**config.mk**
```make
export PLATFORM = sky130hd
export DESIGN_NAME = instr_fetch_unit
export DESIGN_NICKNAME = d
export VERILOG_FILES = /design/src/rtl/instr_fetch_unit.sv
export SDC_FILE = /design/constraint.sdc
export NUM_CORES = 1
export LEC_CHECK = 0
export ABC_AREA = 1
export CAP_MARGIN = 5
export CORE_MARGIN = 4
export CORE_UTILIZATION = 60
export CTS_CLUSTER_DIAMETER = 100
export DETAILED_ROUTE_END_ITERATION = 12
export DONT_BUFFER_PORTS = 1
export PLACE_DENSITY = 0.72
export SYNTH_ARGS = -nofsm -noshare
export SYNTH_HDL_FRONTEND = slang
export SYNTH_SLANG_ARGS = --single-unit
```
**constraint.sdc**
```tcl
create_clock -name clk -period 3 [get_ports clk]
set_clock_uncertainty 0.05 [all_clocks]
set_input_delay 0.3 -clock clk [delete_from_list [all_inputs] [get_ports clk]]
set_output_delay 0.3 -clock clk [all_outputs]
set_load 0.05 [all_outputs]
```
**src/rtl/instr_fetch_unit.sv**
```systemverilog
// Fetch stage for the non-pipelined RV32 core: owns the PC, addresses I_memory
// and registers each instruction towards decode behind a valid/ready handshake.
module instr_fetch_unit #(
    parameter int                   Addr_bits = 32,
    parameter int                   Word_size = 32,
    parameter logic [Addr_bits-1:0] RESET_PC  = '0
) (
    input  logic                 clk,
    input  logic                 rst,
    output logic [Addr_bits-1:0] imem_addr,
    input  logic [Word_size-1:0] imem_instr,
    input  logic                 redirect_valid,
    input  logic [Addr_bits-1:0] redirect_pc,
    output logic                 out_valid,
    input  logic                 out_ready,
    output logic [Addr_bits-1:0] out_pc,
    output logic [Word_size-1:0] out_instr,
    output logic                 halted,
    output logic                 fetch_err,
    output logic [31:0]          retire_cnt
);

    localparam logic [1:0] BOOT = 2'd0;
    localparam logic [1:0] RUN  = 2'd1;
    localparam logic [1:0] HALT = 2'd2;
    localparam logic [1:0] ERR  = 2'd3;

    localparam logic [Word_size-1:0] NOP    = Word_size'(32'h0000_0013);
    localparam logic [Word_size-1:0] EBREAK = Word_size'(32'h0010_0073);
    localparam logic [Addr_bits-1:0] STEP   = Addr_bits'(4);

    logic [1:0]           state;
    logic [Addr_bits-1:0] pc;
    logic                 load;
    logic                 accept;
    logic                 aligned;

    assign imem_addr = {2'b00, pc[Addr_bits-1:2]};
    assign halted    = (state == HALT);
    assign accept    = out_valid && out_ready;
    assign load      = !out_valid || out_ready;
    assign aligned   = (redirect_pc[1:0] == 2'b00);

    always_ff @(posedge clk) begin
        if (rst) begin
            state      <= BOOT;
            pc         <= RESET_PC;
            out_valid  <= 1'b0;
            out_pc     <= '0;
            out_instr  <= NOP;
            fetch_err  <= 1'b0;
            retire_cnt <= '0;
        end else begin
            // A handshake completes even when a redirect flushes the same cycle.
            if (accept) begin
                retire_cnt <= retire_cnt + 32'd1;
            end
            case (state)
                BOOT: begin
                    state <= RUN;
                end
                RUN, HALT: begin
                    if (redirect_valid) begin
                        out_valid <= 1'b0;
                        if (aligned) begin
                            pc    <= redirect_pc;
                            state <= RUN;
                        end else begin
                            fetch_err <= 1'b1;
                            state     <= ERR;
                        end
                    end else if (state == RUN) begin
                        if (load) begin
                            out_instr <= imem_instr;
                            out_pc    <= pc;
                            out_valid <= 1'b1;
                            pc        <= pc + STEP;
                            if (imem_instr == EBREAK) begin
                                state <= HALT;
                            end
                        end
                    end else if (accept) begin
                        out_valid <= 1'b0;
                    end
                end
                default: begin
                    out_valid <= 1'b0;
                    fetch_err <= 1'b1;
                end
            endcase
        end
    end

endmodule
```
==> metrics.txt <==
Sink Count=132; Inserted Diodes=0; f_max=0.441 GHz; Worst EP arrival=2.55 ns; max-cap violations=0; Reg clk slew, reported paths=0.07 ns; yosys warns=0; VDD IR max=0.527 mV; Sequential cell area=2640 sq um; buffer depth of the longest clock path=2; Multi-input gate area=3370 sq um; number of CTS-inserted buffers=17; Yosys cell types=37; Vias=6,771; Power Internal=3580 uW; final hold violation count=0; Detailed Route Iter0 Violations=579; pwr dens=822 nW/um^2; Switch Pwr=2780 uW; clock power share=31.8%; WP data required=3.28 ns; remaining antenna violation count after routing=0; Via density=5.65; Placed Area=6810 sq um; grt total ovfl=0; top cell type by total area after synthesis=dfxtp_1; Die ar.=13,000 sq um; DR WL/cell=16.7 microns; row cnt=38; starting density of the core=61.8%; Leakage=0.00312 uW; XOR/XNOR Fraction of Synth Area=1.17%; synth top area cells=dfxtp_1 39%, nand2_1 13%, nor2_1 11%, o21ai_0 7.0%, a21oi_1 6.4%; latest clock arrival within the worst-skew pair=0.41 ns; io pins=199; Final Max Slew Viols=0; crit path max fanout=21; sequential share of power=48.3%; Switching Fraction=43.7%; Final Cell Area=7730 sq um; final net count=1,119; Setup Buffers After CTS=0; post-synthesis compound-gate area fraction=14.5%; IO Port Bufs=0; Tightest Hold Check Type=in -> reg; CTS tree=built; Avg Inst Size Synth=6.58 sq um; slew margin rel.=51.6%; vias in the first global route=6,557; H-tree depth=4; Initial DRT Pass Iterations=5; CTS root buf=clkbuf_16; Slew @ Worst Pin=0.725 ns; crit path time final=2.27 ns; RSZ-0062 raised after global routing=false; status=complete, no violations; DRC violations left=0; Async S/R FF share, synth=0%; GR Util All Layers=30.3%; Die Height=114 microns; Fin Hold WS=0.0119 ns; Post-Route WL=20.0 mm; sequential fraction of the synthesis area=39.1%; first-pass GRT wire length=32.0 mm; Crit. End Element=flip-flop; Synth top area share=39.1%; Die W=114 microns; Critical Path Source Type=flip-flop; Comb pwr share=19.9%; Crit Path Class=reg -> reg; final setup violation count=0; utilization after layout=70.7%; crit share post-route=75.6%; top_reg_cell synth=dfxtp_1; area share of fa/ha/maj cells after synthesis=1.11%; fraction of layout cells with a size suffix above 1=8.79%; Layout area overhead=14.5%; fillers=919; Post-synth EDFFs=0; Simple-Gate Fraction of Synth Area=32.9%; CORE AREA=10,900 sq um; cell count after synthesis=1,027; synthesized area=6750 sq um; mux cell area share after synthesis=0%; largest net degree at the start of global routing=66; largest family of logic cells by synthesized area=simple AND/OR/NAND/NOR gates; Synth Register Bits=132; Placer Congestion=0.966; post-route setup TNS=0 ns; HPWL Detailed=13.6 mm; antenna violations before repair=0
## cells in the final DEF, fill, tap and decap left out, types with 7 or more instances in the layout
cell type,netlist,routed
dfxtp_1,132,132
a21oi_1,87,87
nor3_1,13,13
nand2_1,226,226
inv_1,91,90
dlygate4sd3_1,0,33
clkbuf_16,0,17
buf_4,32,37
o21ai_0,95,95
nand3_1,51,51
nor2_1,195,195
xor2_1,7,7
## layout make-up
| type | count | share of cell area [%] |
|---|---|---|
| Clock buffer | 17 | 5.50 |
| Clock inverter | 15 | 1.88 |
| Inverter | 92 | 4.47 |
| Multi-Input combinational cell | 731 | 43.6 |
| Sequential cell | 132 | 34.2 |
| Tap cell | 140 | 2.27 |
| Timing Repair Buffer | 71 | 8.12 |
## cell families (layout without fill, tap and decap cells)
family | Yosys count | count (layout)
and+or+nand+nor | 522 | 522
AOI/OAI and AO/OA | 192 | 192
buffers and inverters | 165 | 195
DFF | 132 | 132
xor gates and xnor gates | 9 | 9
adders and majority gates | 6 | 6
other | 1 | 2
## final timing paths
kind / slack (ns) / to / cells after the start / start
worst max register to register: 0.73 / pc[5] / 10 / state[0]
worst min register to register: 0.42 / pc[1] / 2 / pc[1]
worst max-delay path: 0.73 / pc[5] / 10 / state[0]
worst min-delay path: 0.01 / out_instr[23] / 2 / imem_instr[23]
## power groups by stage
stage | registers, uW | clock network [uW] | logic, uW
4_1_cts | 3060 | 2030 | 1260
3_5_place_dp | 3100 | 0 | 1200
3_3_place_gp | 3090 | 0 | 1150
5_1_grt | 3100 | 2120 | 1430
6_report | 3070 | 2020 | 1270
2_1_floorplan | 3020 | 0 | 1010
## timing repair
action,in CTS,in global routing
hold buffers,34,0
endpoints found under the hold margin,77,0
resized for setup,0,0
## per-layer routing
layer	track usage [%]	up-vias	part of all wire, %
met5	0	-	0
met4	9.50	0	1.9
met3	10.8	39	12
met2	47.9	382	45
met1	39.0	3062	41
li1	-	3288	-
## worst max-delay path: stages (launching register included)
cell     delay, ns
dfxtp_1       0.37
inv_1         0.10
ha_1          0.30
inv_1         0.08
nor2_1        0.14
nand2_1       0.09
nand2_1       0.07
nand2_1       0.06
inv_1         0.50
o21ai_0       0.23
a21oi_1       0.19
## cells in the mapped netlist (2+ instances only)
cell and number:
a31oi_1 3, buf_2 9, nor2_1 195, inv_1 91
nand4_1 6, o21a_1 2, a21oi_1 87, clkbuf_1 26
nand3b_1 4, nor2_4 3, nor2_2 6, nor3_1 13
buf_1 6, nand2_4 2, xor2_1 7, nor4_1 2
ha_1 6, nor3_2 2, nand3_1 51, nor3_4 2
o21ai_0 95, nor3b_1 2, o21ai_1 3, buf_4 32
dfxtp_1 132, xnor2_1 2, nand2_2 3, nand2_1 226
## metrics by stage
step	total power [uW]	cells	worst slack (ns)
after CTS	6350	1198	0.796
after global placement	4240	1132	0.948
final	6360	1198	0.732
after detailed placement	4290	1132	0.836
after global routing	6660	1198	0.481
after floorplan	4030	1028	1.08
## state kept, by name (all words and copies together), names as in the netlist
name	cells
fetch_err	1
out_instr	32
out_pc	32
out_valid	1
pc	32
retire_cnt	32
state	2
Power figures use the tool's default switching activity.
